File: config.mk
export PLATFORM = sky130hd
export DESIGN_NAME = ysyx_23060229_mc_ctrl
export DESIGN_NICKNAME = d
export VERILOG_FILES = /design/src/rtl/ysyx_23060229_mc_ctrl.sv
export SDC_FILE = /design/constraint.sdc
export NUM_CORES = 1
export LEC_CHECK = 0
export CAP_MARGIN = 20
export CORE_MARGIN = 1.5
export CORE_UTILIZATION = 44
export CTS_BUF_LIST = sky130_fd_sc_hd__clkbuf_16
export CTS_CLUSTER_SIZE = 24
export DETAILED_ROUTE_END_ITERATION = 12
export PLACE_DENSITY_LB_ADDON = 0.3
export SYNTH_ARGS = -nofsm -noshare
export SYNTH_HDL_FRONTEND = slang
export SYNTH_SLANG_ARGS = --single-unit
File: constraint.sdc
create_clock -name clk -period 2.6 [get_ports clk]
set_clock_uncertainty 0.1 [all_clocks]
set_input_delay 0.78 -clock clk [delete_from_list [all_inputs] [get_ports clk]]
set_output_delay 0.78 -clock clk [all_outputs]
set_load 0.03 [all_outputs]
File: src/rtl/ysyx_23060229_mc_ctrl.sv
// rtl/ysyx_23060229_mc_ctrl.sv - multi-cycle fetch/execute/memory sequencer for the NPC core
//
// Purpose:
//   Steps one instruction at a time through fetch, execute, optional data
//   memory access and write-back. Owns the PC and the instruction register.
//   Qualifies the decoder's register write so that each instruction commits
//   exactly once. Stops on ebreak (HALT), a bus timeout or a misaligned
//   next-PC (ERR). Both stop states are left only through reset.
//
// Ports:
//   clk, rst                     clock (rising edge), synchronous active-low reset
//   ifu_req_valid/ifu_req_ready  fetch request handshake, ifu_addr carries pc
//   ifu_rsp_valid/ifu_rdata      fetch response, latched into inst
//   inst, pc                     instruction register and PC to the datapath
//   is_mem, is_ebreak            IDU decode of inst (combinational)
//   reg_wen_dec                  IDU register-write request
//   next_pc                      EXU next-PC result
//   lsu_req_valid/lsu_req_ready  data memory request handshake
//   lsu_rsp_valid                data memory response / ack
//   reg_wen, retire              write-back strobes, high for one cycle in WB
//   retire_cnt                   committed-instruction count (wraps)
//   halted, err                  sticky stop indications

module ysyx_23060229_mc_ctrl #(
    parameter int              XLEN     = 32,
    parameter logic [XLEN-1:0] RESET_PC = XLEN'(32'h8000_0000),
    parameter int              TIMEOUT  = 255,
    parameter int              CNT_W    = 32
) (
    input  logic             clk,
    input  logic             rst,

    output logic             ifu_req_valid,
    input  logic             ifu_req_ready,
    output logic [XLEN-1:0]  ifu_addr,
    input  logic             ifu_rsp_valid,
    input  logic [31:0]      ifu_rdata,

    output logic [31:0]      inst,
    output logic [XLEN-1:0]  pc,

    input  logic             is_mem,
    input  logic             is_ebreak,
    input  logic             reg_wen_dec,
    input  logic [XLEN-1:0]  next_pc,

    output logic             lsu_req_valid,
    input  logic             lsu_req_ready,
    input  logic             lsu_rsp_valid,

    output logic             reg_wen,
    output logic             retire,
    output logic [CNT_W-1:0] retire_cnt,
    output logic             halted,
    output logic             err
);

    // The timeout counter only has to count up to TIMEOUT-1.
    localparam int              TMO_W    = (TIMEOUT > 1) ? $clog2(TIMEOUT + 1) : 1;
    localparam logic [TMO_W-1:0] TMO_LAST = TMO_W'(TIMEOUT - 1);

    typedef enum logic [2:0] {
        ST_FETCH_REQ  = 3'd0,
        ST_FETCH_WAIT = 3'd1,
        ST_EXEC       = 3'd2,
        ST_MEM_REQ    = 3'd3,
        ST_MEM_WAIT   = 3'd4,
        ST_WB         = 3'd5,
        ST_HALT       = 3'd6,
        ST_ERR        = 3'd7
    } state_e;

    state_e           state_q, state_d;
    logic [XLEN-1:0]  pc_q, pc_d;
    logic [XLEN-1:0]  npc_q, npc_d;
    logic [31:0]      inst_q, inst_d;
    logic [CNT_W-1:0] cnt_q, cnt_d;
    logic [TMO_W-1:0] tmo_q, tmo_d;
    logic             bus_state;

    // State register and datapath registers.
    always_ff @(posedge clk) begin
        if (!rst) begin
            state_q <= ST_FETCH_REQ;
            pc_q    <= RESET_PC;
            npc_q   <= RESET_PC;
            inst_q  <= '0;
            cnt_q   <= '0;
            tmo_q   <= '0;
        end else begin
            state_q <= state_d;
            pc_q    <= pc_d;
            npc_q   <= npc_d;
            inst_q  <= inst_d;
            cnt_q   <= cnt_d;
            tmo_q   <= tmo_d;
        end
    end

    // States that wait on a bus handshake and are therefore subject to timeout.
    assign bus_state = (state_q == ST_FETCH_REQ)  || (state_q == ST_FETCH_WAIT) ||
                       (state_q == ST_MEM_REQ)    || (state_q == ST_MEM_WAIT);

    // Next-state and register update logic.
    always_comb begin
        state_d = state_q;
        pc_d    = pc_q;
        npc_d   = npc_q;
        inst_d  = inst_q;
        cnt_d   = cnt_q;
        tmo_d   = '0;

        case (state_q)
            ST_FETCH_REQ: begin
                if (ifu_req_ready) begin
                    state_d = ST_FETCH_WAIT;
                end
            end
            ST_FETCH_WAIT: begin
                // Only a response seen here is taken; one that coincides
                // with the request cycle is dropped.
                if (ifu_rsp_valid) begin
                    inst_d  = ifu_rdata;
                    state_d = ST_EXEC;
                end
            end
            ST_EXEC: begin
                // ebreak wins over a misaligned next_pc.
                if (is_ebreak) begin
                    state_d = ST_HALT;
                end else if (next_pc[1:0] != 2'b00) begin
                    state_d = ST_ERR;
                end else begin
                    npc_d   = next_pc;
                    state_d = is_mem ? ST_MEM_REQ : ST_WB;
                end
            end
            ST_MEM_REQ: begin
                if (lsu_req_ready) begin
                    state_d = ST_MEM_WAIT;
                end
            end
            ST_MEM_WAIT: begin
                if (lsu_rsp_valid) begin
                    state_d = ST_WB;
                end
            end
            ST_WB: begin
                pc_d    = npc_q;
                cnt_d   = cnt_q + CNT_W'(1);
                state_d = ST_FETCH_REQ;
            end
            ST_HALT: begin
                state_d = ST_HALT;
            end
            ST_ERR: begin
                state_d = ST_ERR;
            end
            default: begin
                state_d = ST_FETCH_REQ;
            end
        endcase

        // Stalled in a bus state: count the cycle, or give up after TIMEOUT
        // cycles. Any transition leaves tmo_d at its cleared default.
        if (bus_state && (state_d == state_q)) begin
            if (tmo_q == TMO_LAST) begin
                state_d = ST_ERR;
            end else begin
                tmo_d = tmo_q + TMO_W'(1);
            end
        end
    end

    // Moore outputs. Requests and strobes are also gated by rst so nothing
    // is driven while reset is held, whatever state it interrupted.
    assign ifu_req_valid = rst && (state_q == ST_FETCH_REQ);
    assign lsu_req_valid = rst && (state_q == ST_MEM_REQ);
    assign retire        = rst && (state_q == ST_WB);
    assign reg_wen       = retire && reg_wen_dec;
    assign ifu_addr      = pc_q;
    assign pc            = pc_q;
    assign inst          = inst_q;
    assign retire_cnt    = cnt_q;
    assign halted        = (state_q == ST_HALT);
    assign err           = (state_q == ST_ERR);

endmodule

* Yosys cells after proc, flatten, opt, wreduce, memory -nomap -nowiden
Index checks and enable logic that the tools add are counted.
** Storage, ports and cells
- Register bits after elaboration :: 139
- Latch bits :: 0
- Memory bits (writable) :: 0
- Memory bits (read-only) :: 0
- Output and inout port bits :: 134
- Word-level logic and storage cells :: 44
- Memories :: 0
** Operators by class
- $add $sub $neg :: 2
- $mul :: 0
- Div/mod/pow operators :: 0
- Magnitude comparators :: 0
- Equal/unequal tests :: 9
- Shift operators :: 0
- Multiplexer cells :: 10
- Bitwise gates (word level) :: 4
- Reductions and logical operators :: 13
** Operators with widths (number)
- 32-bit by 1-bit adder with 32-bit output, second input constant :: 1
- 3-bit two-way mux :: 9
- 3-bit case mux with 8 select lines :: 1
- 3-bit equality test, second input constant :: 4
- 8-bit by 1-bit adder with 8-bit output, second input constant :: 1
- 8-bit equality test, second input constant :: 1
- 3-bit by 2-bit equality test with 1-bit output, second input constant :: 2
- 1-bit logical AND :: 5
- 1-bit inverter :: 4
- 3-bit by 1-bit equality test with 1-bit output, second input constant :: 1
- 3-bit equality test :: 1
- 3-bit zero test :: 1
- 1-bit logical OR :: 3
- 3-bit AND reduction :: 1
- 3-bit OR reduction :: 1
- 2-bit AND reduction :: 1
- 2-bit nonzero test :: 1

* Depth between registers and ports, before layout
Gate-level depths: netlist of the first run.
- Depth in word-level cells :: 8
- Gate-level depth with buffers :: 7
- Gate-level depth less buffers :: 5

* Least setup slack after synthesis of the first run
No wires, ideal clock.
- Kind :: input port to output port
- Start point :: input rst
- End point :: output retire
- Arrival time :: 1856 ps
- Required time :: 1720 ps
- Setup slack :: -136 ps
- Stages :: 5
- Cell sequence :: inv_1 clkbuf_1 clkbuf_1 buf_1 nor2_1
** Between the ends
- Longest elaborated chain between the ends :: 1
** Ends and longest elaborated chain
- start: declaration :: RTL line 31 : input logic rst,
- 1-bit logical AND :: RTL line 179 : assign retire = rst && (state_q == ST_WB);
- end: declaration :: RTL line 52 : output logic retire,
No other way between the ends.

* Worst setup path after layout of the first run
- Start point :: input rst
- End point :: output ifu_req_valid
** Between the ends
- Longest elaborated chain between the ends :: 1
** Ends and longest elaborated chain
- 1-bit logical AND :: RTL line 177 : assign ifu_req_valid = rst && (state_q == ST_FETCH_REQ);
- end: declaration :: RTL line 33 : output logic ifu_req_valid,
No other way between the ends.

==> flow_summary.yaml, run 1 <==
setup_path:
  start_kind: "input pin"
  crit_arrival_ns: 1.67
  path_class: "in -> out"
  r2r-start: "state_q[2]"
  crit_required_ns: 1.72
  cpLargestDelayFamily: "buffers and inverters"
  slowest_stage: "dlygate4sd2_1"
  cp_slowest_stage_delay_ns: 0.37
  crit_fanout: 4
  path_cells: "dlygate4sd2_1 > nand2b_1 > nor2_1 > buf_4"
  worst_r2r_endpoint: "tmo_q[5]"
  worstRegToRegCells: 6
  cp_num_buf_inv: 2
  reg2reg_slack_ns: 0.61
  endpoint_kind: "primary output"
global_route:
  grt_max_degree: 68
  grt_most_used_layer: "met2"
  grt_use_total_pct: 22.5
  grt_overflow_total: 0
  use_met1_pct: 24.6
  antenna_found_initial: 0
  use_met3_pct: 8.00
  grt_first_pass_wirelength_um: 23600
  grt_use_met2_pct: 39.7
  grt_pass1_vias: 5077
clock_network:
  cts_hold_buf: 0
  clock_latency_ns: 0.42
  cts_sinks: 139
  clk_pin_slew_ns: 0.06
  cts-root-buf: "clkbuf_16"
  clk_path_buf_depth: 2
  numCtsBuffers: 17
  htreeDepth: 4
  cts_tree: "yes"
detailed_routing:
  viasPerCell: 5.08
  finalWirelength_um: 15200
  dr.pass1.iters: 5
  vias: 5365
  drt-initial-drc-count: 384
  drc: 0
  wire_per_inst_um: 14.3
  ant_nets: 0
final_layout:
  drive_gt1_share_pct: 6.97
  diodes: 0
  area_growth_pct: 48.0
  layout.nets: 952
  final_area_mm2: 0.00827
  fillers: 1008
  postLayoutCoreUtil_pct: 67.7
die:
  die_area_mm2: 0.0134
  start_util_pct: 45.8
  ios: 207
  design.core.area_mm2: 0.0122
  die_h_um: 116
  fp-row-count: 40
  die_x_um: 116
synth:
  ys_ff_latch: 139
  ys.flop_type: "dfxtp_1"
  synth_most_common_cell: "nand2_1"
  yosys-top-cells-count: "210 x nand2_1, 139 x dfxtp_1, 108 x a21oi_1"
  synth_edf_count: 0
  yosys.area.top_type: "dfxtp_1"
  synth_area_leaders: "dfxtp_1 50%, nand2_1 14%, a21oi_1 9.7%"
  synth_top_cell_area_share_pct: 49.8
  syn_avg_cell_area_um2: 7.94
  syn-num-nets: 780
  syn_inst: 704
  netlist_area_mm2: 0.00559
  yosysUniqueCellTypes: 35
  yosys_warnings: 0
  async_flop_share_pct: 0
  seq_area_frac_synth_pct: 49.8
timing:
  finalHoldViolCount: 0
  finalSetupViolations: 0
  period_share_pct: 98.1
  worst_pin_slew_ns: 0.571
  slew-limit-headroom_pct: 61.7
  fmax_mhz: 392
  period_needed_ns: 2.55
  slew_viol_final: 0
  worst_slack_ns: 0.0484
  rsz0062_at_grt: "false"
power:
  p_sw_share_pct: 23.4
  combPwrFrac_pct: 9.5
  vdd_drop_max_mv: 0.400
  power.net_switching_uw: 1230
  pwr-share-clk_pct: 48.4
  p_per_area_mw_per_mm2: 634
  seqPwrFrac_pct: 42.1
  p_leak_uw: 0.00288
  p_int_uw: 4010
place:
  place_hpwl_um: 10700
  placedInstanceArea_mm2: 0.00765
  numPortBuffers: 206
  pre_cts_slack_ns: -0.210
  place_congestion: 0.785
run_status:
  outcome: "finished clean"
hold_path:
  whs_path_depth: 2
  hold_start: "inst[16]"
  min_to: "inst[16]"
  hp-class: "reg -> reg"
run:
  drv_cap: 0
-- layout make-up --
type | instances | area [um2] | share of cell area [%]
clock inverters | 15 | 198 | 2.39
inverters | 5 | 20.0 | 0.242
clock buffers | 17 | 425 | 5.14
repair buffers | 223 | 2220 | 26.9
well taps | 168 | 210 | 2.54
flip-flops and latches | 139 | 2780 | 33.6
multi-input cells | 490 | 2410 | 29.1
-- cell usage in the layout, fill, tap and decap left out, drive strengths merged, types with 3 or more instances in the layout --
cell / count
nand2: 210
clkdlybuf4s50: 199
dfxtp: 139
a21oi: 108
nor2: 44
buf: 22
xnor2: 19
clkbuf: 17
nand3: 16
o21ai: 14
nand4: 11
or3: 9
xor2: 9
clkinv: 9
and3: 8
nor3: 8
and4: 8
nor4: 6
inv: 6
bufinv: 4
and2: 3
ha: 3
nor2b: 3
-- power by group through the flow --
stage               sequential (uW)  combinational, uW  clock, uW
finish                         2210                500       2540
global route                   2210                541       2670
CTS                            2210                502       2580
detailed placement             2250                499          0
global placement               2250                492          0
floorplan                      2310                182          0
-- kinds of logic after synthesis --
kind of cell / synth area share, %
compound gates: 11.3
buf+inv: 7.34
xor+xnor: 4.39
flops: 49.8
simple gates: 26.5
fa+ha+maj: 0.672
-- what timing repair did --
item                                    CTS  global route
gates resized for setup                   2             1
buffers inserted                          0             0
endpoints found under the hold margin     0             0
endpoints found under the setup margin    5             1
-- layer usage --
metal  part of all wire [%]  wire [um]
met1                     40       6090
met2                     51       7660
met3                    7.6       1150
met4                    1.7        259
met5                      0          0
-- worst reg2reg max path: stages, from the launching register on --
cell,delay [ns]
dfxtp_1,0.32
buf_4,0.21
nor2b_1,0.22
o22ai_1,0.12
o211a_1,0.26
o21ai_1,0.48
nor2_1,0.13
-- through the flow --
| step | std cells | setup TNS (ns) | hold WS (ns) | power (uW) |
|---|---|---|---|---|
| 5_1_grt | 1057 | 0 | 0.370 | 5420 |
| 3_3_place_gp | 1025 | -0.758 | 0.337 | 2740 |
| 4_1_cts | 1057 | 0 | 0.353 | 5280 |
| 3_5_place_dp | 1025 | -1.71 | 0.344 | 2750 |
| 2_1_floorplan | 704 | 0 | 0.327 | 2490 |
| 6_report | 1057 | 0 | 0.353 | 5240 |
-- registers in the layout (all words and copies together) (netlist names) --
signal / cells
ifu_addr: 32
inst: 32
npc_q: 32
retire_cnt: 32
state_q: 3
tmo_q: 8
-- worst max-delay path by stage --
stage / from / endpoint / slack [ns] / depth (start not counted)
2_1_floorplan: rst / retire / 0.03 / 5
3_3_place_gp: rst / ifu_req_valid / -0.21 / 4
4_1_cts: state_q[0] / retire / 0.03 / 5
3_5_place_dp: rst / ifu_req_valid / -0.21 / 4
6_report: rst / ifu_req_valid / 0.05 / 4
5_1_grt: rst / ifu_req_valid / 0.02 / 4
Power figures use the tool's default switching activity.
==> run 2: changes to the inputs <==
--- a/config.mk
+++ b/config.mk
@@ -12,6 +12,8 @@
 export CTS_CLUSTER_SIZE = 24
 export DETAILED_ROUTE_END_ITERATION = 12
 export PLACE_DENSITY_LB_ADDON = 0.3
+export SKIP_LAST_GASP = 1
 export SYNTH_ARGS = -nofsm -noshare
 export SYNTH_HDL_FRONTEND = slang
 export SYNTH_SLANG_ARGS = --single-unit
+export TNS_END_PERCENT = 10
==> run 2 against run 1 <==
Against the previous run:
- register-to-register slack hardly changed
- die area unchanged
- global-route usage did not move
- hold slack about the same
- setup slack lost 0.0020 ns
- critical path depth did not move
- non-clock buffer count unchanged
- flip-flop and latch count stayed put
- via count hardly changed
- utilization is essentially flat
==> flow_summary.yaml, run 2 (synthesis results as in run 1) <==
run_status:
  outcome: "finished clean"
power:
  power.net_switching_uw: 1230
  combPwrFrac_pct: 9.5
  vdd_drop_max_mv: 0.400
  p_int_uw: 4010
  finalPower_uw: 5240
  pwr-share-clk_pct: 48.4
  p_per_area_mw_per_mm2: 633
  p_sw_share_pct: 23.4
  seqPwrFrac_pct: 42.1
  p_leak_uw: 0.00290
global_route:
  grt_overflow_total: 0
  antenna_found_initial: 0
  grt_pass1_vias: 5077
  grt_use_total_pct: 22.5
  grt_first_pass_wirelength_um: 23600
  grt_max_degree: 68
setup_path:
  crit_fanout: 4
  slowest_stage: "dlygate4sd2_1"
  path_class: "in -> out"
  cp_slowest_stage_delay_ns: 0.37
  path_cells: "dlygate4sd2_1 > nand2b_1 > nor2_1 > buf_4"
  cp_num_buf_inv: 2
  start_kind: "input pin"
  crit_arrival_ns: 1.67
  cpLargestDelayFamily: "buffers and inverters"
  cp.depth: 4
  crit_required_ns: 1.72
  endpoint_kind: "primary output"
  worstRegToRegCells: 6
run:
  drv_cap: 0
timing:
  rsz0062_at_grt: "true"
  slew-limit-headroom_pct: 61.7
  period_needed_ns: 2.55
  worst_pin_slew_ns: 0.571
  fmax_mhz: 392
  slew_viol_final: 0
  finalSetupViolations: 0
  finalHoldViolCount: 0
  period_share_pct: 98.2
final_layout:
  mostFrequentLayoutCells: "210 x nand2_1, 199 x clkdlybuf4s50_1, 139 x dfxtp_1, 108 x a21oi_1, 42 x nor2_1"
  diodes: 0
  drive_gt1_share_pct: 6.86
  postLayoutCoreUtil_pct: 67.7
  final_cells: 1057
  area_growth_pct: 48.0
  layout_commonest_cell: "nand2_1"
  layout.nets: 952
clock_network:
  htreeDepth: 4
  cts_hold_buf: 0
  cts-root-buf: "clkbuf_16"
  numCtsBuffers: 17
  cts_sinks: 139
  clk_pin_slew_ns: 0.06
  post_cts_buffers: 0
  cts_tree: "yes"
  clock_latency_ns: 0.42
  clk_path_buf_depth: 2
die:
  die_h_um: 116
  ios: 207
  start_util_pct: 45.8
  die_x_um: 116
  design.core.area_mm2: 0.0122
  fp-row-count: 40
  die_area_mm2: 0.0134
detailed_routing:
  viasPerCell: 5.08
  vias: 5367
  dr.pass1.iters: 5
  ant_nets: 0
  drt-initial-drc-count: 382
  wire_per_inst_um: 14.4
  drc: 0
  finalWirelength_um: 15200
hold_path:
  hp-class: "reg -> reg"
  whs_path_depth: 2
place:
  place_congestion: 0.785
  numPortBuffers: 206
  dp.cells: 1025
  place_hpwl_um: 10700
## run 2: cell count changes in the layout (fill, tap and decap cells not counted)
cell / change
nor2b_1: +1
dlymetal6s2s_1: +1
dlygate4sd2_1: -1
nor2b_2: -1
## run 2: cell type report
cell class | instances | area, um2
multi-input cells | 490 | 2410
inverters | 5 | 20.0
well taps | 168 | 210
repair buffers | 223 | 2230
clock buffers | 17 | 425
flip-flops and latches | 139 | 2780
fillers | 1006 | 3940
clock inverters | 15 | 198
## run 2: what timing repair did
item	in CTS	in global routing
gates resized for setup	1	1
gates cloned	0	0
pin swaps	0	0
endpoints found under the setup margin	5	2
## run 2: path summary, 6_finish.rpt
check | slack (ns) | endpoint | start
hold reg to reg | 0.35 | inst[16] | inst[16]
setup / recovery | 0.05 | ifu_req_valid | rst
setup reg to reg | 0.60 | retire_cnt[30] | state_q[0]
hold / removal | 0.35 | inst[16] | inst[16]
## run 2: metrics by stage
step	cell area (um2)	hold WS [ns]	setup TNS (ns)	setup slack (ns)
after floorplan	5590	0.327	0	0.0266
after global placement	7650	0.337	-0.758	-0.207
after CTS	8270	0.353	-0.0135	-0.0135
after global routing	8270	0.370	-0.0465	-0.0465
final	8270	0.353	0	0.0463
after detailed placement	7650	0.344	-1.71	-0.210
## run 2: power by group through the flow
stage	registers (uW)	logic, uW	clock network [uW]
6_report	2210	500	2530
5_1_grt	2210	540	2670
4_1_cts	2210	502	2580
3_5_place_dp	2250	499	0
3_3_place_gp	2250	492	0
2_1_floorplan	2310	182	0
## run 2: layer usage
metal | part of all wire [%] | vias up | GRT usage, %
met5 | 0 | - | 0
met4 | 1.7 | 0 | 9.27
met3 | 7.8 | 17 | 8.00
met2 | 50 | 208 | 39.7
met1 | 40 | 2497 | 24.6
li1 | - | 2645 | -
## run 2: worst reg2reg max path, stage by stage, from the launching register on
cell and delay (ns):
dfxtp_1 0.34, nor2b_1 0.31, buf_4 0.19, and3_1 0.26, nand4_1 0.21, or3_1 0.36
a21oi_1 0.16
